## src/rtl/morse_pkg.sv

```systemverilog
// Shared Morse character definitions: code width, special codes, 7-segment mapping.
// Latency: none (types, constants and a combinational helper only).
// Backpressure: not applicable.
package morse_pkg;

  typedef logic [5:0] char_t;
  typedef logic [6:0] sseg_t;

  localparam char_t CH_SPACE = 6'd62;
  localparam char_t CH_ERR   = 6'd63;

  // Active-high segments ordered {g,f,e,d,c,b,a}. Letters use the usual
  // mixed-case approximations; space is blank and error shows a lone dash.
  function automatic sseg_t char_to_sseg(input char_t c);
    sseg_t s;
    case (c)
      6'd0:  s = 7'h77;  6'd1:  s = 7'h7C;  6'd2:  s = 7'h39;  6'd3:  s = 7'h5E;
      6'd4:  s = 7'h79;  6'd5:  s = 7'h71;  6'd6:  s = 7'h3D;  6'd7:  s = 7'h76;
      6'd8:  s = 7'h30;  6'd9:  s = 7'h1E;  6'd10: s = 7'h75;  6'd11: s = 7'h38;
      6'd12: s = 7'h37;  6'd13: s = 7'h54;  6'd14: s = 7'h5C;  6'd15: s = 7'h73;
      6'd16: s = 7'h67;  6'd17: s = 7'h50;  6'd18: s = 7'h6D;  6'd19: s = 7'h78;
      6'd20: s = 7'h3E;  6'd21: s = 7'h1C;  6'd22: s = 7'h2A;  6'd23: s = 7'h64;
      6'd24: s = 7'h6E;  6'd25: s = 7'h5B;
      6'd26: s = 7'h3F;  6'd27: s = 7'h06;  6'd28: s = 7'h5B;  6'd29: s = 7'h4F;
      6'd30: s = 7'h66;  6'd31: s = 7'h6D;  6'd32: s = 7'h7D;  6'd33: s = 7'h07;
      6'd34: s = 7'h7F;  6'd35: s = 7'h6F;
      CH_SPACE: s = 7'h00;
      default:  s = 7'h40;
    endcase
    return s;
  endfunction

endpackage

```

## src/rtl/morse_lut.sv

```systemverilog
// Symbol decoder: (element count, dash pattern) -> 6-bit character code.
// Latency: purely combinational.
// Backpressure: none; evaluated continuously on the live symbol register.
module morse_lut
  import morse_pkg::*;
#(
  parameter int MAX_SYMBOLS = 5,
  parameter int CW          = 3
) (
  input  logic [CW-1:0]          count_i,
  input  logic [MAX_SYMBOLS-1:0] pattern_i,
  output char_t                  code_o
);

  // Zero-extended pattern; bits above the element count must be zero for a
  // match, so longer-than-supported symbols naturally fall to CH_ERR.
  logic [7:0] p8;
  assign p8 = 8'(pattern_i);

  // Table lookup keyed on length first; first element sits in the top occupied bit.
  always_comb begin
    code_o = CH_ERR;
    case (int'(count_i))
      1: case (p8)
           8'b0: code_o = 6'd4;   // E
           8'b1: code_o = 6'd19;  // T
           default: ;
         endcase
      2: case (p8)
           8'b00: code_o = 6'd8;   // I
           8'b01: code_o = 6'd0;   // A
           8'b10: code_o = 6'd13;  // N
           8'b11: code_o = 6'd12;  // M
           default: ;
         endcase
      3: case (p8)
           8'b000: code_o = 6'd18;  // S
           8'b001: code_o = 6'd20;  // U
           8'b010: code_o = 6'd17;  // R
           8'b011: code_o = 6'd22;  // W
           8'b100: code_o = 6'd3;   // D
           8'b101: code_o = 6'd10;  // K
           8'b110: code_o = 6'd6;   // G
           8'b111: code_o = 6'd14;  // O
           default: ;
         endcase
      4: case (p8)
           8'b0000: code_o = 6'd7;   // H
           8'b0001: code_o = 6'd21;  // V
           8'b0010: code_o = 6'd5;   // F
           8'b0100: code_o = 6'd11;  // L
           8'b0110: code_o = 6'd15;  // P
           8'b0111: code_o = 6'd9;   // J
           8'b1000: code_o = 6'd1;   // B
           8'b1001: code_o = 6'd23;  // X
           8'b1010: code_o = 6'd2;   // C
           8'b1011: code_o = 6'd24;  // Y
           8'b1100: code_o = 6'd25;  // Z
           8'b1101: code_o = 6'd16;  // Q
           default: ;
         endcase
      5: case (p8)
           8'b11111: code_o = 6'd26;  // 0
           8'b01111: code_o = 6'd27;  // 1
           8'b00111: code_o = 6'd28;  // 2
           8'b00011: code_o = 6'd29;  // 3
           8'b00001: code_o = 6'd30;  // 4
           8'b00000: code_o = 6'd31;  // 5
           8'b10000: code_o = 6'd32;  // 6
           8'b11000: code_o = 6'd33;  // 7
           8'b11100: code_o = 6'd34;  // 8
           8'b11110: code_o = 6'd35;  // 9
           default: ;
         endcase
      default: ;
    endcase
  end

endmodule

```

## src/rtl/morse_char_assembler.sv

```systemverilog
// Collects dot/dash pulses into symbols, decodes them and scrolls codes into a DEPTH-slot buffer.
// Latency: one cycle from gap/element pulse to registered outputs.
// Backpressure: none; every pulse is consumed in its cycle (simultaneous dot+dash is dropped).
module morse_char_assembler
  import morse_pkg::*;
#(
  parameter int MAX_SYMBOLS = 5,
  parameter int DEPTH       = 8
) (
  input  logic                               clk,
  input  logic                               reset_n,
  input  logic                               dot,
  input  logic                               dash,
  input  logic                               lg,
  input  logic                               wg,
  input  logic                               clear,
  output logic [6*DEPTH-1:0]                 chars,
  output logic [DEPTH-1:0]                   slot_valid,
  output logic [5:0]                         char_out,
  output logic                               char_valid,
  output logic [MAX_SYMBOLS-1:0]             sym_pattern,
  output logic [$clog2(MAX_SYMBOLS+1)-1:0]   sym_count,
  output logic                               sym_err
);

  localparam int CW = $clog2(MAX_SYMBOLS+1);

  logic [MAX_SYMBOLS-1:0] pat_q, pat_d;
  logic [CW-1:0]          cnt_q, cnt_d;
  logic                   err_q, err_d;
  logic [6*DEPTH-1:0]     chars_q, chars_d, chars_l;
  logic [DEPTH-1:0]       vld_q, vld_d, vld_l;
  char_t                  out_q, out_d;
  logic                   cv_q, cv_d;

  char_t lut_code, letter_code;
  logic  elem, gap, close_sym, sp_push;

  morse_lut #(
    .MAX_SYMBOLS (MAX_SYMBOLS),
    .CW          (CW)
  ) u_lut (
    .count_i   (cnt_q),
    .pattern_i (pat_q),
    .code_o    (lut_code)
  );

  assign elem        = dot ^ dash;
  assign gap         = lg | wg;
  assign close_sym   = gap && (cnt_q != '0);
  assign letter_code = err_q ? CH_ERR : lut_code;

  // Symbol register: a gap empties it first, so an element in the same cycle starts a fresh symbol.
  always_comb begin
    pat_d = pat_q;
    cnt_d = cnt_q;
    err_d = err_q;
    if (gap) begin
      pat_d = '0;
      cnt_d = '0;
      err_d = 1'b0;
    end
    if (elem) begin
      if (cnt_d == CW'(MAX_SYMBOLS)) begin
        err_d = 1'b1;
      end else begin
        pat_d = {pat_d[MAX_SYMBOLS-2:0], dash};
        cnt_d = cnt_d + CW'(1);
      end
    end
    if (clear) begin
      pat_d = '0;
      cnt_d = '0;
      err_d = 1'b0;
    end
  end

  // Buffer: letter push, then an optional space push judged on the post-letter newest slot.
  always_comb begin
    chars_l = chars_q;
    vld_l   = vld_q;
    if (close_sym) begin
      chars_l = {chars_q[6*DEPTH-7:0], letter_code};
      vld_l   = {vld_q[DEPTH-2:0], 1'b1};
    end
    sp_push = wg && vld_l[0] && (chars_l[5:0] != CH_SPACE);
    chars_d = chars_l;
    vld_d   = vld_l;
    if (sp_push) begin
      chars_d = {chars_l[6*DEPTH-7:0], CH_SPACE};
      vld_d   = {vld_l[DEPTH-2:0], 1'b1};
    end
    out_d = out_q;
    cv_d  = 1'b0;
    if (close_sym) begin
      out_d = letter_code;
      cv_d  = 1'b1;
    end
    if (sp_push) begin
      out_d = CH_SPACE;
      cv_d  = 1'b1;
    end
    if (clear) begin
      chars_d = '0;
      vld_d   = '0;
      out_d   = '0;
      cv_d    = 1'b0;
    end
  end

  // State registers; reset discards any partial symbol and the whole buffer.
  always_ff @(posedge clk or negedge reset_n) begin
    if (!reset_n) begin
      pat_q   <= '0;
      cnt_q   <= '0;
      err_q   <= 1'b0;
      chars_q <= '0;
      vld_q   <= '0;
      out_q   <= '0;
      cv_q    <= 1'b0;
    end else begin
      pat_q   <= pat_d;
      cnt_q   <= cnt_d;
      err_q   <= err_d;
      chars_q <= chars_d;
      vld_q   <= vld_d;
      out_q   <= out_d;
      cv_q    <= cv_d;
    end
  end

  assign chars       = chars_q;
  assign slot_valid  = vld_q;
  assign char_out    = out_q;
  assign char_valid  = cv_q;
  assign sym_pattern = pat_q;
  assign sym_count   = cnt_q;
  assign sym_err     = err_q;

endmodule
```

## config.mk

```make
export PLATFORM = sky130hd
export DESIGN_NAME = morse_char_assembler
export DESIGN_NICKNAME = d
export VERILOG_FILES = /design/src/rtl/morse_pkg.sv /design/src/rtl/morse_lut.sv /design/src/rtl/morse_char_assembler.sv
export SDC_FILE = /design/constraint.sdc
export NUM_CORES = 1
export LEC_CHECK = 0
export ABC_AREA = 1
export CORE_UTILIZATION = 50
export DETAILED_ROUTE_END_ITERATION = 8
export PLACE_DENSITY = 0.76
export SYNTH_ARGS = -nofsm -noshare
export SYNTH_HDL_FRONTEND = slang
export SYNTH_HIERARCHICAL = 1
export SYNTH_SLANG_ARGS = --single-unit
export TNS_END_PERCENT = 30
```

## constraint.sdc

```tcl
create_clock -name clk -period 3.43 [get_ports clk]
set_input_delay 0.686 -clock clk [delete_from_list [all_inputs] [get_ports clk]]
set_output_delay 0.686 -clock clk [all_outputs]
set_load 0.01 [all_outputs]
```

Yosys cells after proc, flatten, opt, wreduce, memory -nomap -nowiden:

Cells that the tools add are included.

* register bits after elaboration: 72
* latch bits: 0
* bits in writable memories: 0
* memory bits (read-only): 0
* input bits: 7
* memories: 0

* add/subtract/negate cells: 1
* $mul: 0
* div/mod/pow operators: 0
* $lt $le $gt $ge: 0
* equality and inequality tests: 26
* shift operators: 0
* muxes and demuxes: 31
* bitwise operators: 2
* reductions and logical operators: 6

Operators by type and width (number)
* 48-bit two-way mux: 3
* 6-bit case mux with 12 select lines: 1
* 6-bit case mux with 10 select lines: 1
* 6-bit case mux with 8 select lines: 1
* 5-bit by 4-bit == test with 1-bit output (second input constant): 7
* 6-bit case mux with 5 select lines: 1
* 5-bit == test (second input constant): 5
* 6-bit two-way mux: 4
* 8-bit two-way mux: 3
* 6-bit case mux with 4 select lines: 1
* 5-bit by 3-bit == test with 1-bit output (second input constant): 4
* 5-bit two-way mux: 4
* 3-bit two-way mux: 4
* 6-bit case mux with 2 select lines: 1
* 5-bit by 2-bit == test with 1-bit output (second input constant): 2
* 3-bit == test (second input constant): 3
* 8-bit logical NOT: 1
* 1-bit two-way mux: 7
* 3-bit by 2-bit == test with 1-bit output (second input constant): 2
* 6-bit != test (second input constant): 1
* 3-bit nonzero test: 2
* 5-bit by 1-bit == test with 1-bit output (second input constant): 1
* 3-bit by 1-bit adder with 3-bit output (second input constant): 1
* 3-bit by 1-bit == test with 1-bit output (second input constant): 1
* other kinds (3): 5

Longest topological paths before layout:

Gate-level depths: netlist of run 1.

* word-level depth: 9
* mapped depth: 21
* gate-level depth less buffers: 18

Hierarchy:

Netlist of run 1, hierarchy kept.

Modules (own cells, without submodules)
* morse_char_assembler: instances 1, cells an instance 559, area each 3972.6 um^2, sequential area each 1801.7 um^2
* morse_lut: instances 1, cells an instance 146, area each 636.9 um^2, sequential area each 0.0 um^2

Least setup slack after synthesis of run 1:

Ideal clock, no wire load.

* path kind: register -> register
* from: register pat_q[2] (netlist: sym_pattern[2])
* to: register chars_q[44] (netlist: chars[44])
* library setup time: 0.118 ns
* arrival: 2.521 ns
* slack: 0.791 ns
* cell stages (with the launch flop): 21
* path buffers: 3
* period minus slack after synthesis: 2.639 ns
* cells stage by stage: dfrtp_1 buf_2 nor2_4 nand2_1 nand2_1 nand2_1 nor2_2 nand2_1 nor2_1 nand3_1 or2_2 nand3_1 nand2_1 nor2_2 nand3_4 nand2_4 buf_6 buf_8 nand2_1 nand3_1 nand2_1

* longest elaborated chain between the ends: 9
* elaborated cells on any way between the ends: 33
* classes of those cells: eq/ne (20); mux (10); reduce/logical (3)

Ends and longest elaborated chain
* from (decl): RTL line morse_char_assembler.sv:28 `logic [MAX_SYMBOLS-1:0] pat_q, pat_d;`
* from (signal assigned): RTL line morse_char_assembler.sv:122 `pat_q <= pat_d;`
* 5-bit by 4-bit == test with 1-bit output (tied with other cells): RTL line morse_lut.sv:47 `4: case (p8)`
* 6-bit case mux with 12 select lines (tied with other cells): RTL line morse_lut.sv:47
* 6-bit case mux with 5 select lines (*): RTL line morse_lut.sv:23 `case (int'(count_i))`
* via lut_code[0]: RTL line morse_char_assembler.sv:36 `char_t lut_code, letter_code;`
* 6-bit two-way mux (*): RTL line morse_char_assembler.sv:51 `assign letter_code = err_q ? CH_ERR : lut_code;`
* 48-bit two-way mux (*): RTL line morse_char_assembler.sv:82 `if (close_sym) begin`
* 6-bit != test (*): RTL line morse_char_assembler.sv:86 `sp_push = wg && vld_l[0] && (chars_l[5:0] != CH_SPACE);`
* 1-bit logical AND (*): RTL line morse_char_assembler.sv:86
* 48-bit two-way mux: RTL line morse_char_assembler.sv:89 `if (sp_push) begin`
* 48-bit two-way mux: RTL line morse_char_assembler.sv:103 `if (clear) begin`
* to (signal assigned): RTL line morse_char_assembler.sv:125 `chars_q <= chars_d;`
* to (decl): RTL line morse_char_assembler.sv:31 `logic [6*DEPTH-1:0] chars_q, chars_d, chars_l;`

The timed path passes the listed nets; every way through them passes the cells marked *. The select of a mux whose other input is x is not followed.
A chain may end at the register's enable or synchronous reset.

Worst setup path in the final report of run 1:

* from: register pat_q[2] (netlist: sym_pattern[2])
* to: register chars_q[11] (netlist: chars[11])

* longest elaborated chain between the ends: 9
* elaborated cells on any way between the ends: 32
* classes of those cells: eq/ne (20); mux (10); reduce/logical (2)

Ends and longest elaborated chain (RTL line)
* 5-bit by 4-bit == test with 1-bit output (tied with other cells): morse_lut.sv:47
* 6-bit case mux with 12 select lines (tied with other cells): morse_lut.sv:47
* 6-bit case mux with 5 select lines (*): morse_lut.sv:23
* via lut_code[0]: morse_char_assembler.sv:36
* 6-bit two-way mux (*): morse_char_assembler.sv:51
* 48-bit two-way mux (*): morse_char_assembler.sv:82
* 6-bit != test (*): morse_char_assembler.sv:86
* 1-bit logical AND (*): morse_char_assembler.sv:86
* 48-bit two-way mux (*): morse_char_assembler.sv:89
* 48-bit two-way mux (*): morse_char_assembler.sv:103
* via chars_d[11]: morse_char_assembler.sv:31

Marks and branches as above.

==> results of run 1 <==
==> area by class of cell <==
class	count	area, sq um
Sequential cell	72	1810
Inverter	101	379
Fill cell	826	3160
Timing Repair Buffer	91	906
Multi-Input combinational cell	497	2230
Tap cell	108	135
Clock inverter	6	68.8
Clock buffer	10	128
==> state kept, by name, summed over array words and instances, names as in the netlist <==
| signal | cells |
|---|---|
| chars | 48 |
| slot_valid | 8 |
| char_out | 6 |
| sym_pattern | 5 |
| sym_count | 3 |
| char_valid | 1 |
| sym_err | 1 |
==> power by group <==
part | switching (mW) | internal (mW)
logic | 0.508 | 0.365
registers | 0.0923 | 0.947
clock network | 0.345 | 0.340
==> per-stage QoR <==
step           power [mW]   util  area [sq um]  std cells
2_1_floorplan        1.57      -          4610        705
3_3_place_gp         1.91  0.617          5440        869
3_5_place_dp         1.92  0.617          5440        869
4_1_cts              2.60  0.640          5630        885
5_1_grt              2.76  0.642          5650        885
6_report             2.60  0.642          5650        885
==> kinds of logic (layout without fill, tap and decap cells) <==
logic type      Yosys count  after routing
flops                    72             72
simple gates            406            406
mux                       7              7
buf+inv                 136            208
xor+xnor                  1              1
fa+ha+maj                 2              2
compound gates           81             81
==> critical path, stage by stage (launching register included) <==
cell and delay, ps:
dfrtp_2 510, nor2_4 200, nand2_1 170, nand2_1 100
nand2_1 80, nor2_2 150, nand2_1 60, nor2_1 80
nand3_1 110, or2_2 320, nand3_1 140, nand2_1 100
nor2_2 150, nand3_4 160, nand2_4 170, buf_16 250
inv_1 120, o21a_1 190
==> synthesized netlist by cell type <==
cell | n | share of area
buf_8 | 1 | 0.0033
nand2_2 | 4 | 0.0054
nand3_4 | 1 | 0.0038
nand3_2 | 1 | 0.0022
inv_2 | 3 | 0.0024
nor2_4 | 2 | 0.0049
buf_4 | 1 | 0.0016
xor2_1 | 1 | 0.0019
nand3b_1 | 1 | 0.0016
buf_1 | 3 | 0.0024
clkbuf_1 | 12 | 0.0098
nand2_1 | 211 | 0.17
nor2_1 | 113 | 0.092
a21boi_0 | 1 | 0.0016
mux2i_1 | 7 | 0.015
buf_2 | 12 | 0.013
dfrtp_1 | 72 | 0.39
o21ai_0 | 50 | 0.054
o21a_1 | 2 | 0.0033
inv_1 | 98 | 0.080
or2_2 | 1 | 0.0014
a21oi_1 | 22 | 0.024
ha_1 | 2 | 0.0054
nor2_2 | 8 | 0.011
a31oi_1 | 5 | 0.0068
a211oi_1 | 1 | 0.0016
buf_6 | 6 | 0.015
nand4_1 | 12 | 0.016
nand3_1 | 47 | 0.051
nor3_1 | 4 | 0.0043
nand2_4 | 1 | 0.0024
==> layer usage <==
| metal | routed length [um] | global-route usage | up-vias |
|---|---|---|---|
| met5 | 0 | 0 | - |
| met4 | 139 | 0.0816 | 0 |
| met3 | 578 | 0.0329 | 11 |
| met2 | 5650 | 0.402 | 134 |
| met1 | 6300 | 0.417 | 2086 |
| li1 | - | - | 2299 |
==> repair_timing <==
| item | CTS | global route |
|---|---|---|
| setup endpoints to repair | 0 | 9 |
| endpoints found under the hold margin | 0 | 0 |
| buffers inserted | 0 | 0 |
| resized for setup | 0 | 5 |
==> worst paths after layout <==
kind                                     startpoint  slack [ps]  cells after the start                      end
min reg2reg                   chars[45]$_DFFE_PN0P_         530                      2    chars[45]$_DFFE_PN0P_
max                        sym_pattern[2]$_DFF_PN0_         230                     17      chars[11]$_DFF_PN0_
min                                         reset_n         260                      1  char_out[1]$_DFFE_PN0P_
min in group clk              chars[45]$_DFFE_PN0P_         530                      2    chars[45]$_DFFE_PN0P_
max reg2reg                sym_pattern[2]$_DFF_PN0_         230                     17      chars[11]$_DFF_PN0_
max in group asynchronous                   reset_n        2330                      2  slot_valid[2]$_DFF_PN0_
==> metrics.txt, run 1 <==
peak supply drop=0.000239 V; Reg clk slew, reported paths=80 ps; setup violators final=0; Max Buffers Root-to-Sink=2; Max Slew Vio Count=0; DRC Markers=6; fmax=0.313 GHz; Max Clock Skew=13.1 ps; xor and xnor area share after synthesis=0.00190; Core Footprint=8810 sq um; # nets final=781; DR vias/cell=5.12; cts hold-fix bufs=0; DR WL/cell=14.3 um; total track usage=0.272; Synth Warn #=6; gr ovfl total=0; initial antenna violation count=0; clock latency on the worst-skew pair=350 ps; synthesized area per cell=6.54 sq um; Mapped Cells=705; most common cell after layout, fill and taps aside=nand2_1; Tcrit/Tclk final=0.932; Max-slew headroom=0.643; # diodes=0; crit end category=flip-flop; layout cells sized above 1=0.0682; RSZ-0062 raised after global routing=no; detailed-router iteration count before antenna repair=8; failing checks=design-rule violations; most frequent cells in the layout=211 x nand2_1, 113 x nor2_1, 98 x inv_1; CTS tree=yes; Worst Tran Pin Value=534 ps; Cell Rows=34; Cell Area, Synth=4610 sq um; arrival time at the worst endpoint=3430 ps; die area=9610 sq um; final worst slack=234 ps; routability congestion estimate=0.960; Clock H-tree levels=3; HPWL after detailed placement=9140 um; Lkg Pwr=2.88 nW; Syn Nets=714; number of CTS-inserted buffers=9; MaxCap Viol Count=0; # port buffers=78; via count=4530; 1st-iter DRT viols=377; worst path required time=3660 ps; mux contribution to synthesized area=0.0152; Die X-Extent=98.0 um; final hold vios=0; Final min period=3200 ps; Die Y=98.0 um; crit start category=flip-flop; CTS root buf=clkbuf_8; Power Density=460 nW/um^2; global-route wire length before repair=20600 um; hold_ws=264 ps; main combinational cell family by area after synthesis=simple AND/OR/NAND/NOR gates; Routed Antenna Nets=0; Seq/Total Area, Yosys=0.391; initial core utilization=0.523; Setup Total Neg Slack=0 ps; Place WS=200 ps; clock sinks=72; Synth Area in Simple Gates=0.368; Worst Hold Class=input port to asynchronous set/reset pin; area grow syn2layout=22.6%; run status=finished with violations; Post-Route WL=12700 um; critical path peak fanout=59; FF+latch count, synth=72; distinct cell type count after synthesis=31; adder-cell share of the synthesized area=0.00543; critical path type=flip-flop to flip-flop; Ports=79; vias in the first global route=4099; Synth Area in Compound Gates=0.0915; pin count of the biggest net entering global routing=60
Power figures use the tool's default switching activity.
==> run 2, diff against run 1 <==
--- a/config.mk
+++ b/config.mk
@@ -8,6 +8,7 @@
 export ABC_AREA = 1
 export CORE_UTILIZATION = 50
 export DETAILED_ROUTE_END_ITERATION = 8
+export MAX_ROUTING_LAYER = met4
 export PLACE_DENSITY = 0.76
 export SYNTH_ARGS = -nofsm -noshare
 export SYNTH_HDL_FRONTEND = slang
==> metrics.txt, run 2 (synthesis gave the netlist of run 1 again) <==
critical path type=flip-flop to flip-flop; Clock H-tree levels=3; most common cell after layout, fill and taps aside=nand2_1; Core Footprint=8810 sq um; vias in the first global route=4218; critical path's largest stage delay=520 ps; Reg clk slew, reported paths=80 ps; Cell Rows=34; number of CTS-inserted buffers=9; fmax=0.317 GHz; DRC Markers=6; Max Clock Skew=8.07 ps; worst path required time=3670 ps; final worst slack=272 ps; cts hold-fix bufs=0; hold_ws=421 ps; 1st-iter DRT viols=311; Final min period=3160 ps; r2r endpoint=chars[11]$_DFF_PN0_; CTS tree=yes; HPWL after detailed placement=9060 um; die area=9610 sq um; setup violators final=0; Die Y=98.0 um; Critical path buffers and inverters=2; Reg-to-Reg Start=sym_pattern[2]$_DFF_PN0_; Place WS=165 ps; gr ovfl total=0; RSZ-0062 raised after global routing=no; crit start category=flip-flop; critical path, cell by cell=nor2_4 -> nand2_1 -> nand2_1 -> nand2_1 -> nor2_2 -> nand2_1 -> nor2_1 -> nand3_1 -> or2_2 -> nand3_1 -> nand2_1 -> nor2_2 -> nand3_4 -> nand2_8 -> buf_16 -> inv_1 -> o21a_1; Reg2Reg Depth=17; Worst Tran Pin Value=778 ps; Pwr Total=2.59 mW; Max-slew headroom=0.476; total track usage=0.278; crit end category=flip-flop; most frequent cells in the layout=211 x nand2_1, 113 x nor2_1, 98 x inv_1; Post-DP Area=5440 sq um; global-route wire length before repair=20600 um; critical path peak fanout=30; Worst Hold Class=input port to asynchronous set/reset pin; area grow syn2layout=23.2%; DR vias/cell=5.28; via count=4656; # port buffers=78; Routed Antenna Nets=0; pin count of the biggest net entering global routing=60; arrival time at the worst endpoint=3400 ps; routability congestion estimate=0.899; MaxCap Viol Count=0; Setup Total Neg Slack=0 ps; CTS root buf=clkbuf_8; cell depth of the worst setup path=17; failing checks=design-rule violations; Tcrit/Tclk final=0.921; critical path's slowest cell=dfrtp_2; final hold vios=0; initial core utilization=0.523; Lkg Pwr=2.89 nW; Max Slew Vio Count=0; Design Area, Final=5680 sq um; DR WL/cell=14.5 um; # nets final=779; Power Density=457 nW/um^2; layout cells sized above 1=0.0659; Ports=79; run status=finished with violations; Largest register FFs=48; clock latency on the worst-skew pair=340 ps; Die X-Extent=98.0 um; reg-to-reg setup timing slack=270 ps; Most common cell on crit path=nand2_1; Max Buffers Root-to-Sink=2; # diodes=0; initial antenna violation count=0; detailed-router iteration count before antenna repair=9; peak supply drop=0.000281 V; clock sinks=72; Largest delay share family, worst path=simple AND/OR/NAND/NOR gates; Post-Route WL=12800 um
run 2: what timing repair did:
action                                  in CTS  in global routing
setup buffers                                0                  0
hold endpoints to repair                     0                  0
endpoints found under the setup margin       0                 43
resized for setup                            0                  5
run 2: cell type report:
cell class | count | area, sq um
inverter | 101 | 379
tap | 108 | 135
sequential | 72 | 1810
clock buffer | 10 | 138
multi-input combinational | 497 | 2230
clock inverter | 5 | 56.3
timing repair buffer | 89 | 933
fill | 798 | 3130
run 2: worst max path at each step:
stage,startpoint,endpoint,slack (ps)
6_report,sym_pattern[2]$_DFF_PN0_,chars[11]$_DFF_PN0_,270
5_1_grt,sym_pattern[3]$_DFF_PN0_,chars[47]$_DFFE_PN0P_,8
3_3_place_gp,sym_pattern[2]$_DFF_PN0_,chars[8]$_DFF_PN0_,170
3_5_place_dp,sym_pattern[2]$_DFF_PN0_,chars[11]$_DFF_PN0_,160
2_1_floorplan,sym_pattern[2]$_DFF_PN0_,chars[44]$_DFFE_PN0P_,790
4_1_cts,sym_pattern[2]$_DFF_PN0_,chars[8]$_DFF_PN0_,150
run 2: through the flow:
| stage | utilization | std cells |
|---|---|---|
| floorplan | - | 705 |
| global placement | 0.618 | 866 |
| detailed placement | 0.618 | 866 |
| CTS | 0.640 | 881 |
| global route | 0.645 | 882 |
| finish | 0.645 | 882 |
run 2: report_power, final:
group / switching (mW) / internal (mW)
logic: 0.513 / 0.374
registers: 0.0962 / 0.947
clock network: 0.314 / 0.352
run 2: worst reg2reg max path: stages (launching register included):
cell and delay [ps]:
dfrtp_2 520, nor2_4 200, nand2_1 200, nand2_1 110, nand2_1 80, nor2_2 150
nand2_1 70, nor2_1 80, nand3_1 110, or2_2 320, nand3_1 150, nand2_1 100
nor2_2 160, nand3_4 180, nand2_8 160, buf_16 190, inv_1 90, o21a_1 170
run 2: layer usage:
metal | track usage | up-vias | part of all wire
li1 | - | 2306 | -
met1 | 0.400 | 2160 | 0.48
met2 | 0.402 | 177 | 0.44
met3 | 0.0437 | 13 | 0.066
met4 | 0.0862 | 0 | 0.012
met5 | - | - | 0
==> run 3, diff against run 2 <==
--- a/config.mk
+++ b/config.mk
@@ -6,10 +6,12 @@
 export NUM_CORES = 1
 export LEC_CHECK = 0
 export ABC_AREA = 1
-export CORE_UTILIZATION = 50
+export CELL_PAD_IN_SITES_DETAIL_PLACEMENT = 0
+export CELL_PAD_IN_SITES_GLOBAL_PLACEMENT = 1
+export CORE_UTILIZATION = 34
 export DETAILED_ROUTE_END_ITERATION = 8
 export MAX_ROUTING_LAYER = met4
-export PLACE_DENSITY = 0.76
+export PLACE_DENSITY_LB_ADDON = 0.1
 export SYNTH_ARGS = -nofsm -noshare
 export SYNTH_HDL_FRONTEND = slang
 export SYNTH_HIERARCHICAL = 1
==> constraint.sdc (replaced) <==
create_clock -name clk -period 2.9 [get_ports clk]
set_input_delay 0.58 -clock clk [delete_from_list [all_inputs] [get_ports clk]]
set_output_delay 0.58 -clock clk [all_outputs]
set_load 0.01 [all_outputs]
==> metrics.txt, run 3 (synthesis gave the netlist of run 1 again) <==
worst path required time=3130 ps; switching share of total power=0.346; CTS root buf=clkbuf_16; Power Density=554 nW/um^2; final hold vios=0; cell depth of the worst setup path=18; Max Slew Vio Count=0; routability congestion estimate=0.856; peak supply drop=0.000276 V; clock latency on the worst-skew pair=340 ps; Routed Antenna Nets=0; Max-slew headroom=0.528; Die X-Extent=118 um; FF/Latch Area=1810 sq um; Largest register FFs=48; pin count of the biggest net entering global routing=73; Worst Hold Class=input port to asynchronous set/reset pin; Worst Tran Pin Value=706 ps; global-route wire length before repair=22500 um; initial core utilization=0.348; DR vias/cell=4.81; # nets final=807; Pint=2.24 mW; vias in the first global route=4366; Max Buffers Root-to-Sink=2; Cell Rows=42; layout cells sized above 1=0.120; clock sinks=72; detailed-router iteration count before antenna repair=4; DRC Markers=0; power share of the clock group=0.311; Reg clk slew, reported paths=60 ps; gr ovfl total=0; crit end category=flip-flop; Final Util=0.468; Clock H-tree levels=3; Die Y=118 um; critical path, cell by cell=buf_4 -> nor2_4 -> nand3_1 -> nand2_1 -> inv_1 -> nand2_1 -> nor2_1 -> a21oi_1 -> nand2_1 -> nor2_1 -> nand3_1 -> nand2_1 -> nor2_2 -> nand3_4 -> nand2_8 -> clkbuf_16 -> nor2_1 -> nor2_1; Post-Route WL=14200 um; fmax=0.369 GHz; Critical path buffers and inverters=3; initial antenna violation count=0; Largest delay share family, worst path=simple AND/OR/NAND/NOR gates; Pwr Total=3.43 mW; crit start category=flip-flop; Setup Total Neg Slack=0 ps; cts hold-fix bufs=0; Ports=79; critical path type=flip-flop to flip-flop; Reg2Reg Depth=18; critical path peak fanout=11; multi-input logic area=2300 sq um; arrival time at the worst endpoint=2940 ps; setup violators final=0; Post-DP Area=5690 sq um; DR WL/cell=14.5 um; total track usage=0.212; Design Area, Final=6190 sq um; CTS tree=yes; Lkg Pwr=3.11 nW; critical path's slowest cell=dfrtp_2; DR top layer=met4; # diodes=0; most frequent cells in the layout=207 x nand2_1, 110 x nor2_1, 97 x inv_1; Reg power frac=0.358; area grow syn2layout=34.4%; die area=14000 sq um; run status=completed; critical path's largest stage delay=480 ps; Max Clock Skew=9.26 ps; MaxCap Viol Count=0; Final min period=2710 ps; Filler cells=1395; via count=4712; wl on met1=7350 um; Tcrit/Tclk final=0.934; number of CTS-inserted buffers=9; routed length on met3=646 um; HPWL after detailed placement=9680 um; # port buffers=78; combinational power share=0.331; Core Footprint=13200 sq um; switching power=1.19 mW; most common cell after layout, fill and taps aside=nand2_1; routed wl met2=6030 um; 1st-iter DRT viols=293
run 3: cell types whose count changed in the layout (fill, tap and decap cells not counted), moves of 3 or more:
cell / change
nand2_1: -4
buf_12: +3
clkbuf_8: -8
nand2_2: +4
nand3_2: +4
nor2_1: -3
buf_4: +22
clkbuf_16: +11
nand3_1: -4
nor2_4: +3
run 3: per-layer routing:
metal  vias to the layer above  track usage
met2                       136        0.306
met3                        11       0.0309
met5                         -            -
met4                         0       0.0712
li1                       2371            -
met1                      2194        0.302
run 3: power by group through the flow:
stage                     Combinational, mW  Sequential [mW]  Clock [mW]
after floorplan                       0.579             1.27           0
after global placement                 1.08             1.24           0
after detailed placement               1.08             1.24           0
after CTS                              1.09             1.23        1.10
after global routing                   1.28             1.24        1.13
final                                  1.14             1.23        1.07
run 3: layout make-up:
| cell class | instances | share of cell area |
|---|---|---|
| clock buffer | 11 | 0.0408 |
| clock inverter | 5 | 0.00505 |
| inverter | 101 | 0.0612 |
| multi-input combinational | 498 | 0.372 |
| sequential | 72 | 0.292 |
| tap | 176 | 0.0356 |
| timing repair buffer | 116 | 0.194 |
run 3: final timing paths:
kind | to | slack, ps | startpoint
max | chars[27]$_DFF_PN0_ | 190 | sym_pattern[4]$_DFF_PN0_
max reg2reg | chars[27]$_DFF_PN0_ | 190 | sym_pattern[4]$_DFF_PN0_
min in group clk | chars[44]$_DFFE_PN0P_ | 550 | chars[44]$_DFFE_PN0P_
max in group asynchronous | sym_pattern[1]$_DFF_PN0_ | 2270 | reset_n
min reg2reg | chars[44]$_DFFE_PN0P_ | 550 | chars[44]$_DFFE_PN0P_
min | chars[43]$_DFFE_PN0P_ | 260 | reset_n
run 3: through the flow:
step | setup slack, ps | hold WS (ps) | std cells
floorplan | 261 | 284 | 705
global placement | 64.4 | 521 | 953
detailed placement | 66.5 | 527 | 953
CTS | 55.1 | 278 | 969
global route | -28.6 | 299 | 979
finish | 191 | 263 | 979
run 3: what timing repair did:
action | in CTS | in global routing
buffers inserted | 0 | 6
resized for setup | 0 | 26
endpoints found under the setup margin | 0 | 62
